$ cat config.mk
export PLATFORM = sky130hd
export DESIGN_NAME = ccff_chain_loader
export DESIGN_NICKNAME = d
export VERILOG_FILES = /design/src/rtl/ccff_pkg.sv /design/src/rtl/ccff_piso.sv /design/src/rtl/ccff_chain_loader.sv
export SDC_FILE = /design/constraint.sdc
export NUM_CORES = 1
export LEC_CHECK = 0
export CAP_MARGIN = 15
export CORE_MARGIN = 2
export CORE_UTILIZATION = 46
export DETAILED_ROUTE_END_ITERATION = 7
export PLACE_DENSITY = 0.81
export SLEW_MARGIN = 40
export SYNTH_ARGS = -nofsm -noshare
export SYNTH_HDL_FRONTEND = slang
export SYNTH_HIERARCHICAL = 1
export SYNTH_SLANG_ARGS = --single-unit
$ cat constraint.sdc
create_clock -name prog_clk -period 4.9 [get_ports prog_clk]
set_input_delay 0.98 -clock prog_clk [delete_from_list [all_inputs] [get_ports prog_clk]]
set_output_delay 0.98 -clock prog_clk [all_outputs]
set_load 0.01 [all_outputs]
$ cat src/rtl/ccff_pkg.sv
// Shared types and width helpers for the configuration-chain loader.
package ccff_pkg;

  typedef enum logic [1:0] {
    ST_IDLE  = 2'd0,
    ST_LOAD  = 2'd1,
    ST_SHIFT = 2'd2,
    ST_DONE  = 2'd3
  } ccff_ld_state_e;

  function automatic int ccff_bits_left_w(input int chain_len);
    return $clog2(chain_len + 1);
  endfunction

endpackage

$ cat src/rtl/ccff_piso.sv
// Parallel-in serial-out word register feeding the chain head, LSB first.
module ccff_piso
  import ccff_pkg::*;
#(
  parameter int WORD_W = 32
) (
  input  logic              prog_clk,
  input  logic              load,
  input  logic              shift,
  input  logic [WORD_W-1:0] d,
  output logic              lsb
);

  logic [WORD_W-1:0] shreg;

  always_ff @(posedge prog_clk) begin
    if (load) begin
      shreg <= d;
    end else if (shift) begin
      shreg <= {1'b0, shreg[WORD_W-1:1]};
    end
  end

  assign lsb = shreg[0];

endmodule

$ cat src/rtl/ccff_chain_loader.sv
// Serialises host words onto a configuration chain and gates its shift clock.
// Optional readback of the old chain contents: define CCFF_LOADER_READBACK_EN.
module ccff_chain_loader
  import ccff_pkg::*;
#(
  parameter int WORD_W    = 32,
  parameter int CHAIN_LEN = 64
) (
  input  logic              prog_clk,
  input  logic              prog_reset_n,
  input  logic              start,
  input  logic [WORD_W-1:0] word_in,
  input  logic              word_valid,
  output logic              word_ready,
  output logic              ccff_head,
  output logic              ccff_clk_en,
  input  logic              ccff_tail,
  output logic [WORD_W-1:0] rd_word,
  output logic              rd_valid,
  output logic              busy,
  output logic              done
);

  localparam int BL_W  = ccff_bits_left_w(CHAIN_LEN);
  localparam int CNT_W = $clog2(WORD_W + 1);

  ccff_ld_state_e   state;
  logic [BL_W-1:0]  bits_left;
  logic [CNT_W-1:0] cnt;
  logic             accept;
  logic             shifting;
  logic             last_bit;
  logic             shreg_lsb;

  assign accept    = (state == ST_LOAD) && word_valid;
  assign shifting  = (state == ST_SHIFT);
  assign last_bit  = shifting && (cnt == CNT_W'(1));
  assign ccff_head = ccff_clk_en & shreg_lsb;

  ccff_piso #(.WORD_W(WORD_W)) u_piso (
    .prog_clk (prog_clk),
    .load     (accept),
    .shift    (shifting),
    .d        (word_in),
    .lsb      (shreg_lsb)
  );

  always_ff @(posedge prog_clk) begin
    if (!prog_reset_n) begin
      state       <= ST_IDLE;
      bits_left   <= '0;
      cnt         <= '0;
      word_ready  <= 1'b0;
      ccff_clk_en <= 1'b0;
      busy        <= 1'b0;
      done        <= 1'b0;
    end else begin
      done <= 1'b0;
      case (state)
        ST_IDLE: begin
          if (start) begin
            bits_left  <= BL_W'(CHAIN_LEN);
            state      <= ST_LOAD;
            word_ready <= 1'b1;
            busy       <= 1'b1;
          end
        end
        ST_LOAD: begin
          if (word_valid) begin
            // The final word may carry fewer live bits than WORD_W.
            if (int'(bits_left) < WORD_W) cnt <= CNT_W'(bits_left);
            else                          cnt <= CNT_W'(WORD_W);
            state       <= ST_SHIFT;
            word_ready  <= 1'b0;
            ccff_clk_en <= 1'b1;
          end
        end
        ST_SHIFT: begin
          cnt       <= cnt - 1'b1;
          bits_left <= bits_left - 1'b1;
          if (cnt == CNT_W'(1)) begin
            ccff_clk_en <= 1'b0;
            if (bits_left == BL_W'(1)) begin
              state <= ST_DONE;
              done  <= 1'b1;
            end else begin
              state      <= ST_LOAD;
              word_ready <= 1'b1;
            end
          end
        end
        default: begin
          state <= ST_IDLE;
          busy  <= 1'b0;
        end
      endcase
    end
  end

`ifdef CCFF_LOADER_READBACK_EN
  logic [WORD_W-1:0] rd_acc;
  logic [WORD_W-1:0] rd_nxt;
  logic [CNT_W-1:0]  rd_pos;

  assign rd_nxt = rd_acc | ({{(WORD_W-1){1'b0}}, ccff_tail} << rd_pos);

  // Packer restarts on every accepted word so readback words align with input words.
  always_ff @(posedge prog_clk) begin
    if (accept) begin
      rd_acc <= '0;
      rd_pos <= '0;
    end else if (shifting) begin
      rd_acc <= rd_nxt;
      rd_pos <= rd_pos + 1'b1;
    end
  end

  always_ff @(posedge prog_clk) begin
    if (!prog_reset_n) begin
      rd_word  <= '0;
      rd_valid <= 1'b0;
    end else begin
      rd_valid <= last_bit;
      if (last_bit) rd_word <= rd_nxt;
    end
  end
`else
  logic unused_tail;
  assign unused_tail = ccff_tail;
  assign rd_word     = '0;
  assign rd_valid    = 1'b0;
`endif

endmodule

Yosys cells after proc, flatten, opt, wreduce, memory -nomap -nowiden
Cells that the tools add are included.
Word-level totals
  register bits: 51
  input bits: 37
Operators by class
  muxes and demuxes: 22
  eq/ne operators: 8
  $add $sub $neg: 2
  reduce and logical (&&, ||, !) cells: 14
  magnitude comparators: 1
  bitwise logic cells: 2
Operators by type and width (number)
  two-way mux 32 bit: 2
  one-hot mux 7 bit (2 select lines): 1
  two-way mux 6 bit: 2
  one-hot mux 6 bit (2 select lines): 1
  AND reduction 3 bit: 3
  two-way mux 2 bit: 4
  == test 7 x 1 -> 1 bit (second input constant): 1
  less-than comparator 7 x 6 -> 1 bit (second input constant): 1
  two-way mux 1 bit: 7
  two-way mux 7 bit: 1
  subtractor 7 x 1 -> 7 bit (second input constant): 1
  == test 6 x 1 -> 1 bit (second input constant): 1
  inequality test 2 bit (second input constant): 3
  one-hot mux 2 bit (3 select lines): 1
  AND reduction 2 bit: 3
  nonzero test 2 bit: 3
  subtractor 6 x 1 -> 6 bit (second input constant): 1
  AND reduction 5 bit: 1
  one-hot mux 1 bit (2 select lines): 2
  one-hot mux 1 bit (3 select lines): 1
  nonzero test 3 bit: 1
  == test 2 x 1 -> 1 bit (second input constant): 1
  == test 2 bit (second input constant): 1
  logical NOT 2 bit: 1
  other kinds (5): 5

Depth between registers and ports, before layout
Gate-level depths: netlist of the first run.
  depth in word-level cells: 4
  depth in mapped cells: 8

Hierarchy
The synthesis of the first run kept the hierarchy.
Modules (own cells, without submodules)
  ccff_piso: cells an instance 69, sequential area each 960.9 µm², instances 1, area each 1498.9 µm²
  ccff_chain_loader: cells an instance 168, sequential area each 380.4 µm², instances 1, area each 1375.1 µm²

Least setup slack after synthesis of the first run
No wires, ideal clock.
  path kind: input -> register
  start: in word_valid
  end: reg u_piso.shreg[0] (enable)
  library setup time: 0.330 ns
  arrival: 1.920 ns
  stages on the path: 4
  path slack: 2.651 ns
  buffers on the path: 2
  path through: and2_1 buf_6 buf_12 or2_2
On the way
  word-level cells in the longest chain between the ends: 2
Ends and longest elaborated chain
  start: declaration: line ccff_chain_loader.sv:13  | input logic word_valid,
  logical AND 1 bit: line ccff_chain_loader.sv:35  | assign accept = (state == ST_LOAD) && word_valid;
  nonzero test 2 bit (no source line)
  end signal: assignment: line ccff_piso.sv:20  | shreg <= {1'b0, shreg[WORD_W-1:1]};
  end: declaration: line ccff_piso.sv:14  | logic [WORD_W-1:0] shreg;
No other way between the ends.
A chain may end at the register's enable or synchronous reset.

Worst setup path in the final report of the first run
  start: in word_valid
  end: reg u_piso.shreg[9] (enable)
On the way
  word-level cells in the longest chain between the ends: 2
Ends and longest elaborated chain
  logical AND 1 bit: line ccff_chain_loader.sv:35
  via accept: line ccff_chain_loader.sv:30  | logic accept;
  nonzero test 2 bit (no source line)
The timed path passes the listed nets, and every way through them passes these cells.

==> results of run 1 <==
cell families after synthesis:
logic type,share of synthesized area
buffers and inverters,0.135
flip-flops,0.467
AND/OR/NAND/NOR,0.0758
AO/OA/AOI/OAI,0.103
multiplexers,0.166
adder cells (fa/ha/maj),0.0348
XOR/XNOR,0.0183
other,0.00130
layout make-up:
cell class,count,share of cell area
Sequential cell,51,0.410
Multi-Input combinational cell,163,0.388
Timing Repair Buffer,41,0.125
Tap cell,75,0.0287
Clock buffer,5,0.0210
Clock inverter,3,0.0142
Inverter,12,0.0138
metrics by stage:
stage               cell area, um2  hold slack (ns)
CTS                           3270            0.496
detailed placement            3160            0.472
global route                  3270            0.530
global placement              3160            0.455
finish                        3270            0.486
floorplan                     2990            0.473
sequential cells by signal, summed over array words and instances (netlist names):
name	flops
done	1
bits_left	7
state	2
word_ready	1
cnt	6
busy	1
ccff_clk_en	1
u_piso/shreg	32
routing by layer:
metal	global-route usage	up-vias	wire, um
li1	-	854	-
met1	0.199	843	2320
met2	0.219	54	2360
met3	0.0378	4	244
met4	0.0358	0	33
met5	0	-	0
how the worst max path moves through the flow:
stage	start	end	slack, ns	cells past startpoint
after floorplan	word_valid	u_piso/shreg[0]	2.65	4
after global placement	word_valid	u_piso/shreg[23]	1.74	4
after detailed placement	word_valid	u_piso/shreg[23]	1.71	4
after CTS	word_valid	u_piso/shreg[8]	2.04	4
after global routing	word_valid	u_piso/shreg[9]	1.93	4
final	word_valid	u_piso/shreg[9]	2.04	4
worst max-delay path, stage by stage:
cell	delay, ns
clkdlybuf4s50_1	0.49
and2_2	0.15
buf_4	0.46
or2_2	0.70
Yosys cell counts (2+ instances only):
library cell / n
xor2_1: 5
o21ai_0: 5
a211oi_1: 4
dfxtp_1: 19
a211o_1: 2
a22oi_1: 5
buf_4: 33
mux2_4: 28
nor3_1: 4
a32o_1: 2
nor2_1: 18
a31oi_1: 2
inv_1: 12
mux2_2: 5
ha_1: 8
or3_1: 2
buf_12: 3
edfxtp_1: 32
a21oi_1: 6
and2_1: 4
nand2_1: 5
clkbuf_1: 6
nand3_1: 3
nor2b_1: 2
power breakdown:
group	internal (mW)	switching, mW	leakage, nW
combinational	0.174	0.167	0.742
clock	0.154	0.141	0.0548
sequential	0.536	0.0356	0.450
==> out/qor.txt, run 1 <==
status: finished, final reports clean
CP arrival: 2.79 ns
clock sink count: 51
diodes inserted: 0
Seq cells post-synth: 51
Worst Setup Start Kind: primary input
Setup crit end kind: register
R2R setup slack: 2.57 ns
top cells by area, synth: edfxtp_1 (33%), mux2_4 (15%), dfxtp_1 (13%)
CP max FO: 33
# DRC: 0
Die Width: 83.0 um
fin util: 0.546
worst slew pin tran: 0.765 ns
Rows: 28
Root Buffer: clkbuf_8
die area: 0.00690 mm2
most frequent cells in the layout: clkdlybuf4s50_1 (40), conb_1 (33), edfxtp_1 (32), mux2_4 (28), dfxtp_1 (19)
Core Box Area: 0.00599 mm2
slew margin rel.: 0.490
HPWL after DPL: 3.44 mm
register area: 0.00134 mm2
# fillers: 492
pre-CTS setup slack: 1.71 ns
IO Pins: 75
PD cells: 369 mW/mm2
Worst R2R End: u_piso/shreg[9]
fin crit share: 0.583
maximum clock rate: 350 MHz
post_cts resized: 0
Antenna Violating Nets Remaining: 0
CTS tree: done
# placed instances: 342
max cap viols: 0
Placer Congestion: 0.826
Worst Skew: 0.00651 ns
H-tree depth: 2
WL/cell: 14.2 um
Leakage: 1.25 nW
share of layout cells above drive strength 1: 0.178
Starting Density: 0.480
Post-Layout Cell Count: 350
post-synth cell types: 46
Hold Crit Endpoint: busy
maximum clock insertion buffer count: 2
gr usage total: 0.142
Nets: 319
clk slew on worst S/H paths: 0.09 ns
largest net degree at the start of global routing: 34
Die Ht: 83.0 um
vias per cell: 5.01
Post-synth EDFFs: 32
Total Power: 1.21 mW
CTS Hold Bufs: 0
first-pass GRT wire length: 8.02 mm
total number of vias: 1,755
Final Hold Vio Count: 0
synth warn: 6
top cell type's share of synthesized area: 0.334
setup TNS: 0 ns
Mapped Avg Cell Area: 12.1 um2
Gate Count Post-Synth: 237
crit path kind: primary input to register
Max Slew Vio Count: 0
most common cell after layout, fill and taps aside: clkdlybuf4s50_1
hold crit path type: register to register
cts bufs inserted: 5
worst skew pair latency: 0.30 ns
Synth Cell Area: 0.00287 mm2
multi-input logic area: 0.00127 mm2
PortBufs: 40
worst r2r src: state[1]
VDD IR max: 0.179 mV
grt ovf: 0
WP data required: 4.84 ns
worst hold stages: 2
area delta synth->final: 13.8%
final setup fails: 0
first drt pass iteration count: 4
initial antenna violation count: 0
reg2reg path depth: 5
number of global-route vias before repair: 1,632
postcts setup bufs: 0
drt total wl: 4.96 mm
Starting DRT DRC Count: 118
hold_sp: busy
Final min period: 2.86 ns
RSZ-0062 raised after global routing: false
register area share after synthesis: 0.467
ys flop type: edfxtp_1
Worst Slack Setup Final: 2.04 ns
Async SR Flop Fraction: 0
cell taking the most area after synthesis: edfxtp_1
No activity file was read; power rests on OpenSTA's default activity.
==> inputs of run 2 (changes only) <==
clock period = 2.9 ns   (was 4.9 ns; I/O delays follow)
==> run 2 against run 1 <==
Net effect: clock skew grew 0.00067 ns; clock power grew 65%; highest routed layer unchanged; hold slack is essentially flat; critical path depth is the same; global-route usage is essentially flat; core utilization is the same; critical path type unchanged; register-to-register slack lost 1.6 ns.
==> out/qor.txt, run 2 (same netlist as run 1, synthesis figures left out) <==
status: finished, final reports clean
hold crit path type: register to register
WP data required: 2.95 ns
most common cell after layout, fill and taps aside: clkdlybuf4s50_1
drt total wl: 4.93 mm
WL/cell: 14.1 um
post_cts resized: 0
largest net degree at the start of global routing: 33
Hold Crit Endpoint: busy
share of layout cells above drive strength 1: 0.182
Starting DRT DRC Count: 98
Rows: 28
reg2reg path depth: 3
total number of vias: 1,760
vias per cell: 5.03
# DRC: 0
gr usage total: 0.142
hold_ws: 0.486 ns
Worst Skew: 0.00718 ns
cts bufs inserted: 5
# fillers: 479
maximum clock rate: 488 MHz
Worst R2R End: u_piso/shreg[22]
Worst Setup Start Kind: primary input
most frequent cells in the layout: clkdlybuf4s50_1 (40), conb_1 (33), edfxtp_1 (32), mux2_4 (28), dfxtp_1 (19)
crit path from: word_valid
first drt pass iteration count: 4
clk slew on worst S/H paths: 0.09 ns
Nets: 319
Max Slew Vio Count: 0
diodes inserted: 0
Starting Density: 0.480
hold_sp: busy
fin util: 0.546
PD cells: 620 mW/mm2
Switching Share: 0.282
top flop regs: u_piso/shreg x32, bits_left x7, cnt x6
Leakage: 1.25 nW
postcts setup bufs: 0
final setup fails: 0
Setup crit end kind: register
first-pass GRT wire length: 7.98 mm
Final Hold Vio Count: 0
Placer Congestion: 0.750
CP max FO: 32
worst hold stages: 2
PortBufs: 40
Antenna Violating Nets Remaining: 0
grt ovf: 0
RSZ-0062 raised after global routing: false
R2R setup slack: 0.95 ns
HPWL after DPL: 3.53 mm
initial antenna violation count: 0
# placed instances: 342
Top reg by flops: u_piso/shreg
Power Internal: 1.46 mW
Root Buffer: clkbuf_8
max cap viols: 0
Switching Power: 0.571 mW
die area: 0.00690 mm2
Die Width: 83.0 um
Post-Layout Cell Count: 350
fin crit share: 0.707
area delta synth->final: 13.8%
Die Ht: 83.0 um
worst r2r src: state[0]
worst skew pair latency: 0.30 ns
CP arrival: 2.10 ns
crit path kind: primary input to register
Comb pwr share: 0.282
IO Pins: 75
max FFs per register: 32
H-tree depth: 2
Seq pwr share: 0.478
CTS Hold Bufs: 0
clock sink count: 51
slew margin rel.: 0.494
maximum clock insertion buffer count: 2
setup TNS: 0 ns
Clk pwr share: 0.240
Final min period: 2.05 ns
Core Box Area: 0.00599 mm2
CTS tree: done
VDD IR max: 0.272 mV
worst slew pin tran: 0.753 ns
number of global-route vias before repair: 1,597
[run 2: changes by cell type in the layout (fill, tap and decap cells not counted), sizes merged]
cell / delta
inv: -1
clkinvlp: -1
clkinv: +2
[run 2: power by group through the flow]
| stage | Sequential [mW] | Clock, mW | Combinational [mW] |
|---|---|---|---|
| after global placement | 0.979 | 0 | 0.558 |
| after CTS | 0.969 | 0.506 | 0.576 |
| after global routing | 0.981 | 0.540 | 0.631 |
| after floorplan | 0.970 | 0 | 0.477 |
| final | 0.969 | 0.488 | 0.572 |
| after detailed placement | 0.985 | 0 | 0.570 |
[run 2: how the worst max path moves through the flow]
stage               cells after the start          endpoint
floorplan                               6   u_piso/shreg[0]
global placement                        4  u_piso/shreg[28]
detailed placement                      4  u_piso/shreg[28]
CTS                                     3  u_piso/shreg[23]
global route                            5            cnt[0]
finish                                  4  u_piso/shreg[28]
[run 2: worst max-delay path: stages]
cell and delay (ns):
clkdlybuf4s50_1 0.49, and2_2 0.16, buf_4 0.45, mux2_2 0.40
[run 2: cell type report]
| class | count | area (um2) | share of cell area |
|---|---|---|---|
| sequential | 51 | 1340 | 0.410 |
| multi-input combinational | 163 | 1270 | 0.388 |
| timing repair buffer | 41 | 408 | 0.125 |
| tap | 75 | 93.8 | 0.0287 |
| clock buffer | 5 | 68.8 | 0.0210 |
| inverter | 12 | 45.0 | 0.0138 |
| clock inverter | 3 | 43.8 | 0.0134 |
[run 2: stage by stage]
step | total power [mW] | area (um2) | setup slack, ns
6_report | 2.03 | 3270 | 0.850
5_1_grt | 2.15 | 3270 | 0.739
4_1_cts | 2.05 | 3270 | 0.690
3_5_place_dp | 1.56 | 3160 | 0.526
3_3_place_gp | 1.54 | 3160 | 0.560
2_1_floorplan | 1.45 | 2990 | 1.02
[run 2: per-layer routing]
metal | GRT usage | share of wire
met1 | 0.199 | 0.46
met2 | 0.220 | 0.48
met3 | 0.0398 | 0.057
met4 | 0.0313 | 0.0051
met5 | 0 | 0
